[src/rtl/ramdma_pkg.sv]
// Shared constants for the RAM DMA transfer controller: CI register map,
// control codes, FSM state encoding and SRAM geometry.
package ramdma_pkg;

  localparam int SRAM_AW = 9;
  localparam logic [9:0] MAX_BLOCK = 10'd512;

  // CI register select values (valueA[12:10])
  localparam logic [2:0] REG_BUSSTART  = 3'd1;
  localparam logic [2:0] REG_MEMSTART  = 3'd2;
  localparam logic [2:0] REG_BLOCKSIZE = 3'd3;
  localparam logic [2:0] REG_BURSTSIZE = 3'd4;
  localparam logic [2:0] REG_CTRL      = 3'd5;

  // Control write codes (valueB[1:0])
  localparam logic [1:0] CTRL_B2S = 2'b01;
  localparam logic [1:0] CTRL_S2B = 2'b10;

  // Transfer FSM states
  localparam logic [2:0] ST_IDLE  = 3'd0;
  localparam logic [2:0] ST_REQ   = 3'd1;
  localparam logic [2:0] ST_BEGIN = 3'd2;
  localparam logic [2:0] ST_RD    = 3'd3;
  localparam logic [2:0] ST_WR    = 3'd4;
  localparam logic [2:0] ST_WEND  = 3'd5;
  localparam logic [2:0] ST_END   = 3'd6;

endpackage

[src/rtl/ramdma_ci_regs.sv]
// CI front end: decodes the custom instruction, holds the configuration
// registers and produces the one-cycle-latency done/result pair.
// Handshake: a CI is taken on any cycle with start=1 and ciN=customId;
// done is high exactly one cycle later and result is meaningful only then.
module ramdma_ci_regs
  import ramdma_pkg::*;
#(
  parameter logic [7:0] customId = 8'h0C,
  parameter logic [7:0] maxBurst = 8'd255
) (
  input  logic        clock,
  input  logic        reset,
  input  logic        start,
  input  logic [7:0]  ciN,
  input  logic [31:0] valueA,
  input  logic [31:0] valueB,
  input  logic        busy,
  input  logic        error,
  input  logic [9:0]  remaining,
  output logic        done,
  output logic [31:0] result,
  output logic [31:0] bus_start,
  output logic [8:0]  mem_start,
  output logic [9:0]  block_size,
  output logic [7:0]  burst_size,
  output logic        ctrl_go,
  output logic [1:0]  ctrl_code
);

  logic        hit;
  logic        legal;
  logic        wr_en;
  logic        rd_en;
  logic [2:0]  sel;
  logic [31:0] rd_data;
  logic        unused_bits;

  assign hit       = start && (ciN == customId);
  assign legal     = (valueA[31:13] == 19'd0);
  assign sel       = valueA[12:10];
  assign wr_en     = hit && legal && valueA[9];
  assign rd_en     = hit && legal && !valueA[9];
  assign ctrl_code = valueB[1:0];
  // Only the two defined direction codes count as a start request; the
  // FSM decides whether it can accept it.
  assign ctrl_go   = wr_en && (sel == REG_CTRL) &&
                     ((valueB[1:0] == CTRL_B2S) || (valueB[1:0] == CTRL_S2B));
  assign unused_bits = ^valueA[8:0];

  // Read-data mux; unmapped selects read as zero
  always_comb begin
    rd_data = '0;
    case (sel)
      REG_BUSSTART:  rd_data = bus_start;
      REG_MEMSTART:  rd_data = {23'd0, mem_start};
      REG_BLOCKSIZE: rd_data = {22'd0, block_size};
      REG_BURSTSIZE: rd_data = {24'd0, burst_size};
      REG_CTRL:      rd_data = {6'd0, remaining, 14'd0, error, busy};
      default:       rd_data = '0;
    endcase
  end

  // Configuration writes plus the registered done/result pulse
  always_ff @(posedge clock) begin
    if (reset) begin
      done       <= 1'b0;
      result     <= '0;
      bus_start  <= '0;
      mem_start  <= '0;
      block_size <= '0;
      burst_size <= '0;
    end else begin
      done   <= hit;
      result <= rd_en ? rd_data : 32'd0;
      if (wr_en) begin
        case (sel)
          REG_BUSSTART:  bus_start  <= {valueB[31:2], 2'b00};
          REG_MEMSTART:  mem_start  <= valueB[8:0];
          REG_BLOCKSIZE: block_size <= (valueB[9:0] > MAX_BLOCK) ? MAX_BLOCK : valueB[9:0];
          REG_BURSTSIZE: burst_size <= (valueB[7:0] > maxBurst) ? maxBurst : valueB[7:0];
          default: ;
        endcase
      end
    end
  end

endmodule

[src/rtl/ramdma_transfer_ctrl.sv]
// Bus-master DMA engine owning SRAM port B. Moves blocks between bus
// memory and the SRAM in bursts, configured through its own CI.
// Working copies of the configuration are latched at start so the CPU may
// reprogram the registers for the next transfer while one is running.
module ramdma_transfer_ctrl
  import ramdma_pkg::*;
#(
  parameter logic [7:0] customId = 8'h0C,
  parameter logic [7:0] maxBurst = 8'd255
) (
  input  logic                clock,
  input  logic                reset,
  input  logic                start,
  input  logic [7:0]          ciN,
  input  logic [31:0]         valueA,
  input  logic [31:0]         valueB,
  output logic                done,
  output logic [31:0]         result,
  output logic [SRAM_AW-1:0]  sramAddrB,
  output logic                sramWeB,
  output logic [31:0]         sramDataB,
  input  logic [31:0]         sramQB,
  output logic                busRequest,
  input  logic                busGrant,
  output logic                beginTransaction,
  output logic [31:0]         addressOut,
  output logic [7:0]          burstSizeOut,
  output logic                readNotWrite,
  input  logic [31:0]         dataIn,
  input  logic                dataValidIn,
  output logic [31:0]         dataOut,
  output logic                dataValidOut,
  input  logic                busyIn,
  input  logic                endTransactionIn,
  output logic                endTransactionOut,
  input  logic                errorIn
);

  logic [2:0]         state;
  logic [31:0]        bus_addr;
  logic [SRAM_AW-1:0] mem_addr;
  logic [9:0]         remaining;
  logic [7:0]         burst_lim;
  logic [8:0]         burst_cnt;
  logic               dir_rd;
  logic               error;
  logic               busy;

  logic [31:0] cfg_bus_start;
  logic [8:0]  cfg_mem_start;
  logic [9:0]  cfg_block_size;
  logic [7:0]  cfg_burst_size;
  logic        ctrl_go;
  logic [1:0]  ctrl_code;

  logic [9:0]  burst_plus;
  logic [9:0]  burst_words;
  logic [9:0]  burst_m1;
  logic        rd_write;
  logic        wr_accept;
  logic        unused_bits;

  assign busy = (state != ST_IDLE);

  ramdma_ci_regs #(
    .customId (customId),
    .maxBurst (maxBurst)
  ) u_regs (
    .clock      (clock),
    .reset      (reset),
    .start      (start),
    .ciN        (ciN),
    .valueA     (valueA),
    .valueB     (valueB),
    .busy       (busy),
    .error      (error),
    .remaining  (remaining),
    .done       (done),
    .result     (result),
    .bus_start  (cfg_bus_start),
    .mem_start  (cfg_mem_start),
    .block_size (cfg_block_size),
    .burst_size (cfg_burst_size),
    .ctrl_go    (ctrl_go),
    .ctrl_code  (ctrl_code)
  );

  // Burst length is the programmed length, cut short by what is left
  assign burst_plus  = {2'b00, burst_lim} + 10'd1;
  assign burst_words = (burst_plus < remaining) ? burst_plus : remaining;
  assign burst_m1    = burst_words - 10'd1;
  assign unused_bits = ^{burst_m1[9:8], burst_words[9]};

  // A word moves only while the burst count is open; an error cycle moves nothing
  assign rd_write  = (state == ST_RD) && dataValidIn && (burst_cnt != 9'd0) && !errorIn;
  assign wr_accept = (state == ST_WR) && (burst_cnt != 9'd0) && !busyIn && !errorIn;

  // Bus side outputs decoded from state so IDLE (reset, error) drives all zero
  assign busRequest        = (state == ST_REQ) || (state == ST_BEGIN) || (state == ST_RD) ||
                             (state == ST_WR) || (state == ST_WEND);
  assign beginTransaction  = (state == ST_BEGIN);
  assign addressOut        = (state == ST_BEGIN) ? bus_addr : 32'd0;
  assign burstSizeOut      = (state == ST_BEGIN) ? burst_m1[7:0] : 8'd0;
  assign readNotWrite      = (state == ST_BEGIN) && dir_rd;
  assign dataValidOut      = (state == ST_WR) && (burst_cnt != 9'd0);
  assign dataOut           = dataValidOut ? sramQB : 32'd0;
  assign endTransactionOut = (state == ST_WEND);

  // Port B: on an accepted write-burst word the next address is presented
  // at once so the registered SRAM read lands with no bubble; otherwise the
  // address holds, which also holds sramQB while the slave stalls.
  assign sramAddrB = wr_accept ? (mem_addr + 9'd1) : mem_addr;
  assign sramWeB   = rd_write;
  assign sramDataB = rd_write ? dataIn : 32'd0;

  // Transfer FSM and working counters
  always_ff @(posedge clock) begin
    if (reset) begin
      state     <= ST_IDLE;
      bus_addr  <= '0;
      mem_addr  <= '0;
      remaining <= '0;
      burst_lim <= '0;
      burst_cnt <= '0;
      dir_rd    <= 1'b0;
      error     <= 1'b0;
    end else if ((state != ST_IDLE) && errorIn) begin
      state <= ST_IDLE;
      error <= 1'b1;
    end else begin
      case (state)
        ST_IDLE: begin
          if (ctrl_go) begin
            error <= 1'b0;
            if (cfg_block_size != 10'd0) begin
              bus_addr  <= cfg_bus_start;
              mem_addr  <= cfg_mem_start;
              remaining <= cfg_block_size;
              burst_lim <= cfg_burst_size;
              dir_rd    <= (ctrl_code == CTRL_B2S);
              state     <= ST_REQ;
            end
          end
        end
        ST_REQ: if (busGrant) state <= ST_BEGIN;
        ST_BEGIN: begin
          burst_cnt <= burst_words[8:0];
          state     <= dir_rd ? ST_RD : ST_WR;
        end
        ST_RD: begin
          if (rd_write) begin
            mem_addr  <= mem_addr + 9'd1;
            remaining <= remaining - 10'd1;
            burst_cnt <= burst_cnt - 9'd1;
            bus_addr  <= bus_addr + 32'd4;
          end
          if (endTransactionIn || (rd_write && (burst_cnt == 9'd1))) state <= ST_END;
        end
        ST_WR: begin
          if (wr_accept) begin
            mem_addr  <= mem_addr + 9'd1;
            remaining <= remaining - 10'd1;
            burst_cnt <= burst_cnt - 9'd1;
            bus_addr  <= bus_addr + 32'd4;
            if (burst_cnt == 9'd1) state <= ST_WEND;
          end
        end
        ST_WEND: state <= ST_END;
        ST_END:  state <= (remaining != 10'd0) ? ST_REQ : ST_IDLE;
        default: state <= ST_IDLE;
      endcase
    end
  end

endmodule

[config.mk]
export PLATFORM = sky130hd
export DESIGN_NAME = ramdma_transfer_ctrl
export DESIGN_NICKNAME = d
export VERILOG_FILES = /design/src/rtl/ramdma_pkg.sv /design/src/rtl/ramdma_ci_regs.sv /design/src/rtl/ramdma_transfer_ctrl.sv
export SDC_FILE = /design/constraint.sdc
export NUM_CORES = 1
export LEC_CHECK = 0
export CAP_MARGIN = 20
export CORE_ASPECT_RATIO = 0.5
export CORE_MARGIN = 3
export CORE_UTILIZATION = 35
export CTS_CLUSTER_SIZE = 16
export DETAILED_ROUTE_END_ITERATION = 8
export PLACE_DENSITY = 0.63
export SLEW_MARGIN = 20
export SYNTH_ARGS = -nofsm -noshare
export SYNTH_HDL_FRONTEND = slang
export SYNTH_SLANG_ARGS = --single-unit
export TNS_END_PERCENT = 30
[constraint.sdc]
create_clock -name clock -period 8.1 [get_ports clock]
set_input_delay 1.62 -clock clock [delete_from_list [all_inputs] [get_ports clock]]
set_output_delay 1.62 -clock clock [all_outputs]
set_load 0.05 [all_outputs]
Word-level counts from Yosys, hierarchy flattened
Index checks and enable logic that the tools add are counted.
- bits in registers: 163
- input bits: 144
- output and inout bits: 152
- word-level logic and storage cells: 131
- $add $sub $neg: 6
- magnitude comparators: 3
- eq/ne operators: 22
- muxes and demuxes: 38
- bitwise gates (word level): 2
- reduce and logical (&&, ||, !) cells: 46
- operators by type and width (cell ; number):
    2-to-1 mux 32 bit ; 7
    one-hot mux 32 bit (5 select lines) ; 1
    one-hot mux 32 bit (3 select lines) ; 1
    2-to-1 mux 9 bit ; 7
    one-hot mux 9 bit (3 select lines) ; 2
    2-to-1 mux 10 bit ; 5
    adder 32 x 3 -> 32 bit, second input constant ; 1
    one-hot mux 10 bit (3 select lines) ; 1
    2-to-1 mux 3 bit ; 7
    one-hot mux 3 bit (7 select lines) ; 1
    nonzero test 10 bit ; 2
    logical NOT 19 bit ; 1
    2-to-1 mux 8 bit ; 2
    equality test 3 bit, second input constant ; 5
    logical AND 1 bit ; 15
    equality test 3 x 2 -> 1 bit, second input constant ; 4
    AND reduction 6 bit ; 2
    greater-than comparator 10 bit, second input constant ; 1
    less-than comparator 9 x 10 -> 1 bit ; 1
    inequality test 2 bit, second input constant ; 5
    AND reduction 2 bit ; 5
    subtractor 10 x 1 -> 10 bit, second input constant ; 1
    adder 8 x 1 -> 9 bit, second input constant ; 1
    adder 9 x 1 -> 9 bit, second input constant ; 1
    other kinds (20) ; 38

Longest topological paths before layout
Gate-level depths: netlist of run 1.
- depth in word-level cells: 9
- gate-level depth with buffers: 16
- depth with buffers taken out: 16

Modules after synthesis
From an unflattened synthesis of run 1, not the netlist that was laid out.
- cell total of the unflattened synthesis: 1210
- area total of the unflattened synthesis: 9890.7 um^2
- by module, submodules not included (module ; times used ; cells an instance ; area an instance (um^2) ; sequential area each (um^2)):
    ramdma_transfer_ctrl ; 1 ; 811 ; 5950.7 ; 1461.4
    ramdma_ci_regs ; 1 ; 399 ; 3940.0 ; 1801.7

Worst setup path before layout of run 1
Ideal clock, no wire load.
- path type: reg2out
- start: reg burst_lim[0]
- end: out burstSizeOut[6]
- data arrival time: 4309 ps
- data required time: 6480 ps
- slack: 2171 ps
- cell stages (with the launch flop): 15
- buffers on the path: 0
- path through: dfxtp_1 ha_1 nand3_1 xor2_1 inv_1 ha_1 a41o_1 o31a_1 o31ai_2 mux2i_1 ha_1 and3_1 nand3_1 xnor2_1 a211oi_1
- longest elaborated chain between the ends: 5
- ends and longest elaborated chain (what ; line ; source):
    from (decl) ; ramdma_transfer_ctrl.sv:43 ; logic [7:0] burst_lim;
    from (signal assigned) ; ramdma_transfer_ctrl.sv:139 ; burst_lim <= cfg_burst_size;
    adder 8 x 1 -> 9 bit * ; ramdma_transfer_ctrl.sv:89 ; assign burst_plus = {2'b00, burst_lim} + 10'd1;
    less-than comparator 9 x 10 -> 1 bit ; ramdma_transfer_ctrl.sv:90 ; assign burst_words = (burst_plus < remaining) ? burst_plus : remaining;
    2-to-1 mux 9 bit * ; ramdma_transfer_ctrl.sv:90 ;
    subtractor 8 x 1 -> 8 bit * ; ramdma_transfer_ctrl.sv:91 ; assign burst_m1 = burst_words - 10'd1;
    2-to-1 mux 8 bit * ; ramdma_transfer_ctrl.sv:103 ; assign burstSizeOut = (state == ST_BEGIN) ? burst_m1[7:0] : 8'd0;
    to (decl) ; ramdma_transfer_ctrl.sv:27 ; output logic [7:0] burstSizeOut,
Every way passes the cells marked *; elsewhere a longest branch is shown, timed or not.

Worst setup path in the final report of run 1
Same ends and word-level chain as after synthesis.

==> impl_metrics.toml, run 1 <==
[run_status]
status = "finished clean"

[grt]
grt_pass1_vias = 8870
grt.total_usage_pct = 22.5
grt_pass1_wl_mm = 50.9
antenna_found_initial = 0
grt_overflow = 0
grt_max_degree = 90

[setup_path]
path_cells = "ha_1 -> nand3_1 -> xor2_1 -> inv_1 -> ha_1 -> a41o_1 -> o31a_1 -> o31ai_2 -> buf_4 -> mux2i_1 -> ha_1 -> and3_1 -> nand3_1 -> xnor2_1 -> a211oi_1 -> clkdlybuf4s50_1"
path_class = "reg -> out"
critPathMaxFanout = 20
start_kind = "flip-flop"
crit_path_frequent_cell = "ha_1"
worstSetupEndpointType = "output pin"
max_stage_delay_ns = 0.84
cp_slowest_cell = "clkdlybuf4s50_1"
required_ns = 6.48
cp.arrival_ns = 5.27

[logic_synthesis]
synthesis.area_um2 = 9160
synth_top_area_cell = "dfxtp_1"
synthCells = 1152
synth_commonest_cells = "dfxtp_1 (161), nor2_1 (128), and2_1 (111)"
ys_types = 66
yosysMostFrequentCell = "dfxtp_1"
ys.flop_type = "dfxtp_1"
syn_avg_cell_area_um2 = 7.95
synth_top_area_share_pct = 35.2
synth_seq_cells = 161
ys_warn_count = 0
ys_seq_area_share_pct = 35.2
ys_top_cells_by_area = "dfxtp_1 (35%), mux2i_1 (7.7%), and2_1 (7.6%)"
synth_edf_count = 0
async_flop_share_pct = 0

[cells_and_area]
drive_gt1_share_pct = 5.39
diodes = 0
syn_to_final_growth_pct = 39.7
fin_nets = 1542

[floorplanning]
io_pins = 296
die_x_um = 235
rows = 41
core_um2 = 25400
start_util_pct = 36.0
chipHeight_um = 120
dieArea_um2 = 28300

[cts]
clk_latency_ns = 0.44
clock_sinks = 161
cts_resized = 0
clockBufferDepth = 2
ctsHoldBuffers = 0
post-cts-setup-buffer-count = 0
htree_levels = 4
clkTransAtPathRegs_ns = 0.06
root_buffer = "clkbuf_16"
cts_buffers = 17
cts_tree = "done"

[timing]
rsz0062_at_grt = "false"
finClkSkew_ns = 0.00799
drv_slew = 0
maxSlewHeadroom_pct = 34.7
worst_pin_slew_ns = 0.971
setup_tns_ns = 0
period_share_pct = 85.1
finalCriticalPeriod_ns = 6.89
finalSetupViolCount = 0
fin_hold_ws_ns = 0.484
hold_violations = 0
clock.fmax_ghz = 0.145

[route]
routed_wl_mm = 32.7
drtIter0Drc = 733
postRouteAntennaNets = 0
first_pass_iters = 6
vias = 9312
wl_per_cell_um = 18.8
drc = 0
vias_per_cell = 5.36

[pwr]
leakage_nw = 4.54
vdd_ir_drop_max_mv = 0.110
p_per_area_nw_per_um2 = 133

[hold_path]
holdCritPathClass = "reg -> reg"

[place]
io_buffers = 284
dpl.hpwl_mm = 24.1
gp_congestion = 0.863

[run]
max-cap-violations = 0
## final timing paths
path                                   start               to  slack [ns]  cells past startpoint
worst max-delay path            burst_lim[0]  burstSizeOut[6]        1.21                     16
worst min-delay path            burst_cnt[1]     burst_cnt[1]        0.48                      2
worst max register to register  burst_lim[0]     burst_cnt[0]        4.66                     12
worst min register to register  burst_cnt[1]     burst_cnt[1]        0.48                      2
## cell type report
cell class / instances / area, um^2
clock buffers: 18 / 439
clock inverters: 12 / 134
fillers: 2446 / 12600
inverters: 32 / 120
multi-input cells: 874 / 5520
flip-flops and latches: 161 / 3220
well taps: 344 / 430
repair buffers: 295 / 2930
## critical path, delay by kind of cell (launching register included)
| family | cells | cell delay (ns) |
|---|---|---|
| AO/OA/AOI/OAI | 4 | 0.94 |
| XOR/XNOR | 2 | 0.49 |
| adder cells (fa/ha/maj) | 3 | 0.90 |
| buffers and inverters | 3 | 1.28 |
| flip-flops | 1 | 0.49 |
| multiplexers | 1 | 0.29 |
| AND/OR/NAND/NOR | 3 | 0.44 |
## kinds of logic (layout without fill, tap and decap cells)
kind of cell               count (synthesis)  count (layout)  share of synthesized area (%)
buffers and inverters                    118             357                           5.14
adders and majority gates                 17              17                           2.32
DFF                                      161             161                           35.2
muxes                                     79              79                           8.76
AOI/OAI and AO/OA                        254             254                           18.0
other                                      1               2                         0.0409
xor gates and xnor gates                  26              26                           2.49
and+or+nand+nor                          496             496                           28.1
## state kept, by name, summed over array words and instances, names as in the netlist
name               count
burst_cnt              9
burst_lim              8
bus_addr              30
dir_rd                 1
error                  1
mem_addr               9
remaining             10
state                  3
u_regs.block_size     10
u_regs.burst_size      8
u_regs.bus_start      30
u_regs.done            1
u_regs.mem_start       9
u_regs.result         32
## where the power goes
part	leakage (nW)	total, mW	switching (mW)	internal (mW)
clock	0.267	0.804	0.344	0.460
sequential	1.30	0.791	0.00000144	0.791
combinational	2.98	0.101	0.0377	0.0637
## metrics by stage
stage	cell area [um^2]	total power, mW	util, %	setup slack, ns	std cells
after global placement	12200	0.909	47.9	1.73	1705
final	12800	1.70	50.3	1.21	1736
after CTS	12800	1.71	50.2	1.17	1735
after floorplan	9160	0.836	-	2.17	1153
after global routing	12800	1.75	50.3	0.873	1736
after detailed placement	12200	0.910	47.9	1.67	1705
## per-layer routing
layer	track usage (%)	up-vias	wire length [um]
met1	29.7	4465	14900
met2	38.4	281	15700
met4	5.69	0	442
met3	3.85	30	1610
li1	-	4536	-
met5	0	-	0
## cell usage in the layout, fill, tap and decap left out, drive strengths merged, types with 7 or more instances in the layout
master,n
clkdlybuf4s50,283
dfxtp,161
nor2,128
and2,111
nand2,92
a21oi,79
mux2i,70
o21ai,47
inv,35
nand3,26
nor3,20
a211oi,20
xnor2,19
nand2b,19
a31oi,19
clkbuf,18
or3,17
ha,17
and3,14
nor4,14
o31ai,13
o32ai,12
buf,12
nand4,11
a22oi,11
mux2,9
nor2b,8
nand3b,8
a32oi,8
xor2,7
Power figures use the tool's default switching activity.
==> inputs of run 2 (changes only) <==
--- a/config.mk
+++ b/config.mk
@@ -8,10 +8,11 @@
 export CAP_MARGIN = 20
 export CORE_ASPECT_RATIO = 0.5
 export CORE_MARGIN = 3
-export CORE_UTILIZATION = 35
+export CORE_UTILIZATION = 51
 export CTS_CLUSTER_SIZE = 16
 export DETAILED_ROUTE_END_ITERATION = 8
-export PLACE_DENSITY = 0.63
+export PLACE_DENSITY = 0.87
+export REMOVE_ABC_BUFFERS = 1
 export SLEW_MARGIN = 20
 export SYNTH_ARGS = -nofsm -noshare
 export SYNTH_HDL_FRONTEND = slang
==> impl_metrics.toml, run 2 (synthesis gave the netlist of run 1 again) <==
[run_status]
status = "finished clean"

[place]
gp_congestion = 0.931
io_buffers = 284
dpl.hpwl_mm = 24.7

[grt]
grt_pass1_wl_mm = 52.3
antenna_found_initial = 1
grt_max_degree = 83
grt_overflow = 0
grt.total_usage_pct = 33.1
grt_pass1_vias = 9214

[cells_and_area]
syn_to_final_growth_pct = 38.3
layout_common_cells = "clkdlybuf4s50_1 (283), dfxtp_1 (161), nor2_1 (128), and2_1 (110), nand2_1 (92)"
reg.largest.list = "u_regs.result (32), bus_addr (30), u_regs.bus_start (30)"
largest_reg_flops = 32
fin_nets = 1543
nFillCells = 1293
regMostFlops = "u_regs.result"
layout_commonest_cell = "clkdlybuf4s50_1"
drive_gt1_share_pct = 5.38

[cts]
root_buffer = "clkbuf_16"
post-cts-setup-buffer-count = 0
clk_latency_ns = 0.43
cts_tree = "done"
cts_buffers = 17
clockBufferDepth = 2
clkTransAtPathRegs_ns = 0.07
ctsHoldBuffers = 0
htree_levels = 4
clock_sinks = 161
cts_resized = 0

[pwr]
p_per_area_nw_per_um2 = 137
leakage_nw = 4.55
swShare_pct = 23.4
intPower_mw = 1.33
pwr-share-seq_pct = 45.5
p_comb_share_pct = 6.0
vdd_ir_drop_max_mv = 0.117
power.switching_uw = 408
p_clk_share_pct = 48.6

[timing]
period_share_pct = 83.1
finalSetupViolCount = 0
fin_hold_ws_ns = 0.477
setup_tns_ns = 0
worst_pin_slew_ns = 0.945
hold_violations = 0
rsz0062_at_grt = "false"
finalCriticalPeriod_ns = 6.73
clock.fmax_ghz = 0.149
finClkSkew_ns = 0.0117
drv_slew = 0
maxSlewHeadroom_pct = 36.9

[setup_path]
required_ns = 6.48
cp.arrival_ns = 5.11
worstRegToRegCells = 12
critPathMaxFanout = 24
start_kind = "flip-flop"
worstSetupEndpointType = "output pin"
path_class = "reg -> out"

[floorplanning]
die_x_um = 196
start_util_pct = 54.0
dieArea_um2 = 19700
rows = 33
core_um2 = 17000
chipHeight_um = 101
io_pins = 296

[route]
vias = 9738
drc = 0
wl_per_cell_um = 20.9
routed_wl_mm = 34.0
vias_per_cell = 6.00
first_pass_iters = 5
drtIter0Drc = 1105
postRouteAntennaNets = 0

[run]
max-cap-violations = 0

[hold_path]
min_path_cells = 2
holdCritPathClass = "reg -> reg"
==> run 2: cell type report <==
type                       instances  area (um^2)  share of cell area (%)
antenna                            1         2.50                  0.0198
clock buffer                      19          443                    3.50
clock inverter                    13          168                    1.32
inverter                          32          120                   0.948
multi-input combinational        874         5500                    43.4
sequential                       161         3220                    25.4
tap                              227          284                    2.24
timing repair buffer             296         2930                    23.1
==> run 2: final timing paths <==
| check | slack [ns] | endpoint | start |
|---|---|---|---|
| worst max-delay path | 1.37 | burstSizeOut[6] | burst_lim[0] |
| worst min-delay path | 0.48 | burst_cnt[1] | burst_cnt[1] |
| worst min register to register | 0.48 | burst_cnt[1] | burst_cnt[1] |
| worst max register to register | 4.86 | burst_cnt[0] | burst_lim[0] |
==> run 2: power by group through the flow <==
stage               Combinational (mW)  Clock (mW)  Sequential (mW)
global placement                 0.100           0            0.809
global route                     0.109       0.878            0.791
finish                           0.104       0.844            0.791
detailed placement               0.101           0            0.809
floorplan                       0.0118           0            0.809
CTS                              0.102       0.847            0.791
==> run 2: stage by stage <==
step           worst slack [ns]  area (um^2)  util, %  power [mW]  cells
2_1_floorplan              1.60         8810        -       0.821   1067
3_3_place_gp               1.87        12000     70.9       0.910   1589
3_5_place_dp               1.86        12000     70.9       0.911   1589
4_1_cts                    1.39        12600     74.5        1.74   1621
5_1_grt                    1.09        12700     74.6        1.78   1622
6_report                   1.37        12700     74.7        1.74   1623
==> run 2: routing by layer <==
layer / up-vias / share of wire [%] / GRT usage [%]
met5: - / 0 / 0
met4: 0 / 1.7 / 6.90
met3: 61 / 8.3 / 4.91
met2: 523 / 47 / 56.5
met1: 4623 / 43 / 45.1
li1: 4531 / - / -
==> run 2: critical path: stages, from the launching register on <==
cell             delay [ns]
dfxtp_1                0.49
ha_1                   0.32
nand3_1                0.14
xor2_1                 0.29
inv_1                  0.13
ha_1                   0.30
a41o_1                 0.23
o31a_1                 0.11
o31ai_2                0.20
buf_4                  0.29
mux2i_1                0.35
inv_1                  0.08
ha_1                   0.25
and3_1                 0.19
nand3_1                0.11
xnor2_1                0.08
a211oi_1               0.27
clkdlybuf4s50_1        0.86
==> inputs of run 3 (changes only) <==
--- a/config.mk
+++ b/config.mk
@@ -8,10 +8,10 @@
 export CAP_MARGIN = 20
 export CORE_ASPECT_RATIO = 0.5
 export CORE_MARGIN = 3
-export CORE_UTILIZATION = 51
+export CORE_UTILIZATION = 43
 export CTS_CLUSTER_SIZE = 16
 export DETAILED_ROUTE_END_ITERATION = 8
-export PLACE_DENSITY = 0.87
+export PLACE_DENSITY = 0.78
 export REMOVE_ABC_BUFFERS = 1
 export SLEW_MARGIN = 20
 export SYNTH_ARGS = -nofsm -noshare
==> constraint.sdc (replaced) <==
create_clock -name clock -period 5.5 [get_ports clock]
set_input_delay 1.1 -clock clock [delete_from_list [all_inputs] [get_ports clock]]
set_output_delay 1.1 -clock clock [all_outputs]
set_load 0.05 [all_outputs]
==> impl_metrics.toml, run 3 (synthesis gave the netlist of run 1 again) <==
[run_status]
status = "finished clean"

[timing]
fin_hold_ws_ns = 0.474
maxSlewHeadroom_pct = 28.1
final.setup.worst_slack_ns = 0.256
finalCriticalPeriod_ns = 5.24
drv_slew = 0
period_share_pct = 95.3
worst_pin_slew_ns = 1.07
finalSetupViolCount = 0
hold_violations = 0
clock.fmax_ghz = 0.191
finClkSkew_ns = 0.0133

[floorplanning]
core_um2 = 20700
io_pins = 296
start_util_pct = 44.2
dieArea_um2 = 23200
chipHeight_um = 109
rows = 37
die_x_um = 212

[setup_path]
rr_startpoint = "u_regs.block_size[6]"
cp.arrival_ns = 4.14
worstSetupEndpointType = "output pin"
start_kind = "flip-flop"
r2r_setup_slack_ns = 2.22
critPathMaxFanout = 21
path_class = "reg -> out"
required_ns = 4.40
worstRegToRegCells = 7
r2r_end = "bus_addr[6]"

[hold_path]
hp-start = "burst_cnt[1]"
min_to = "burst_cnt[1]"
min_path_cells = 2
holdCritPathClass = "reg -> reg"

[cts]
clockBufferDepth = 2
cts_buffers = 17
clk_latency_ns = 0.45
root_buffer = "clkbuf_16"
htree_levels = 4
cts_tree = "done"
post-cts-setup-buffer-count = 0
clkTransAtPathRegs_ns = 0.07
clock_sinks = 161

[route]
first_pass_iters = 6
wl_per_cell_um = 19.2
postRouteAntennaNets = 0
drc = 0
drtIter0Drc = 787
routed_wl_mm = 32.2
vias_per_cell = 5.64
vias = 9450

[grt]
grt.total_usage_pct = 26.7
grt_overflow = 0
grt_pass1_vias = 8873
busiest_layer = "met2"
grt_max_degree = 97
grt_pass1_wl_mm = 49.1
grt_use_met3_pct = 5.32
antenna_found_initial = 0
use_met2_pct = 45.4
met1_usage_pct = 35.2

[pwr]
p_per_area_nw_per_um2 = 196
swShare_pct = 25.8
vdd_ir_drop_max_mv = 0.236
intPower_mw = 1.87
pwr-share-seq_pct = 46.2
p_comb_share_pct = 6.1
power.switching_uw = 649
leakage_nw = 4.62
p_clk_share_pct = 47.7

[cells_and_area]
drive_gt1_share_pct = 6.99
syn_to_final_growth_pct = 40.4
layout_commonest_cell = "clkdlybuf4s50_1"
regMostFlops = "u_regs.result"
reg.largest.list = "u_regs.result (32), bus_addr (30), u_regs.bus_start (30)"
largest_reg_flops = 32
layout_common_cells = "clkdlybuf4s50_1 (275), dfxtp_1 (160), nor2_1 (128), and2_1 (110), nand2_1 (92)"
fin_nets = 1550
fin_cells = 1675
utilization_pct = 62.0
diodes = 0

[place]
dpl.hpwl_mm = 23.9
dp_cells = 1643
gp_congestion = 0.881
io_buffers = 284
pre_cts_ws_ns = 0.373

[run]
max-cap-violations = 0
run 3: metrics by stage:
step	TNS, ns	cell area, um^2	power (mW)
floorplan	-6.28	8810	1.21
global placement	0	12200	1.34
detailed placement	0	12200	1.34
CTS	0	12800	2.52
global route	-0.00251	12900	2.58
finish	0	12900	2.52
run 3: area by class of cell:
cell class	instances	area [um^2]
repair buffers	303	3040
clock inverters	15	169
multi-input cells	874	5540
clock buffers	17	425
inverters	32	120
fillers	1796	7880
well taps	273	342
flip-flops and latches	161	3220
run 3: power groups by stage:
stage          Sequential, mW  Clock (mW)  Combinational [mW]
6_report                 1.16        1.20               0.153
5_1_grt                  1.16        1.25               0.161
4_1_cts                  1.16        1.21               0.153
3_5_place_dp             1.19           0               0.152
3_3_place_gp             1.19           0               0.150
2_1_floorplan            1.19           0              0.0174
run 3: critical path, stage by stage (launching register included):
cell and delay [ns]:
dfxtp_2 0.42, ha_2 0.27, nand3_1 0.11, xor2_1 0.22, inv_1 0.11, ha_1 0.29
a41o_1 0.23, o31a_1 0.12, o31ai_4 0.28, buf_12 0.19, mux2i_2 0.27, ha_2 0.26
and3_1 0.19, nand3_1 0.10, xnor2_1 0.16, a211oi_2 0.30, buf_12 0.17
run 3: worst max-delay path by stage:
stage	from	end	slack [ns]	cells after the start
floorplan	burst_lim[0]	burstSizeOut[6]	-0.48	14
global placement	burst_lim[0]	burstSizeOut[6]	0.40	16
detailed placement	burst_lim[0]	burstSizeOut[6]	0.37	16
CTS	burst_lim[0]	burstSizeOut[6]	0.01	16
global route	burst_lim[1]	burstSizeOut[6]	-0.003	16
finish	burst_lim[0]	burstSizeOut[6]	0.26	16
run 3: repair_timing:
item / 4_1_cts / 5_1_grt
hold buffers: 0 / 0
cloned: 0 / 0
endpoints found under the setup margin: 2 / 2
resized for setup: 3 / 4
run 3: routing by layer:
| metal | vias up | routed length, um | part of all wire (%) |
|---|---|---|---|
| li1 | 4548 | - | - |
| met1 | 4510 | 14100 | 44 |
| met2 | 360 | 15400 | 48 |
| met3 | 32 | 2360 | 7.3 |
| met4 | 0 | 395 | 1.2 |
| met5 | - | 0 | 0 |
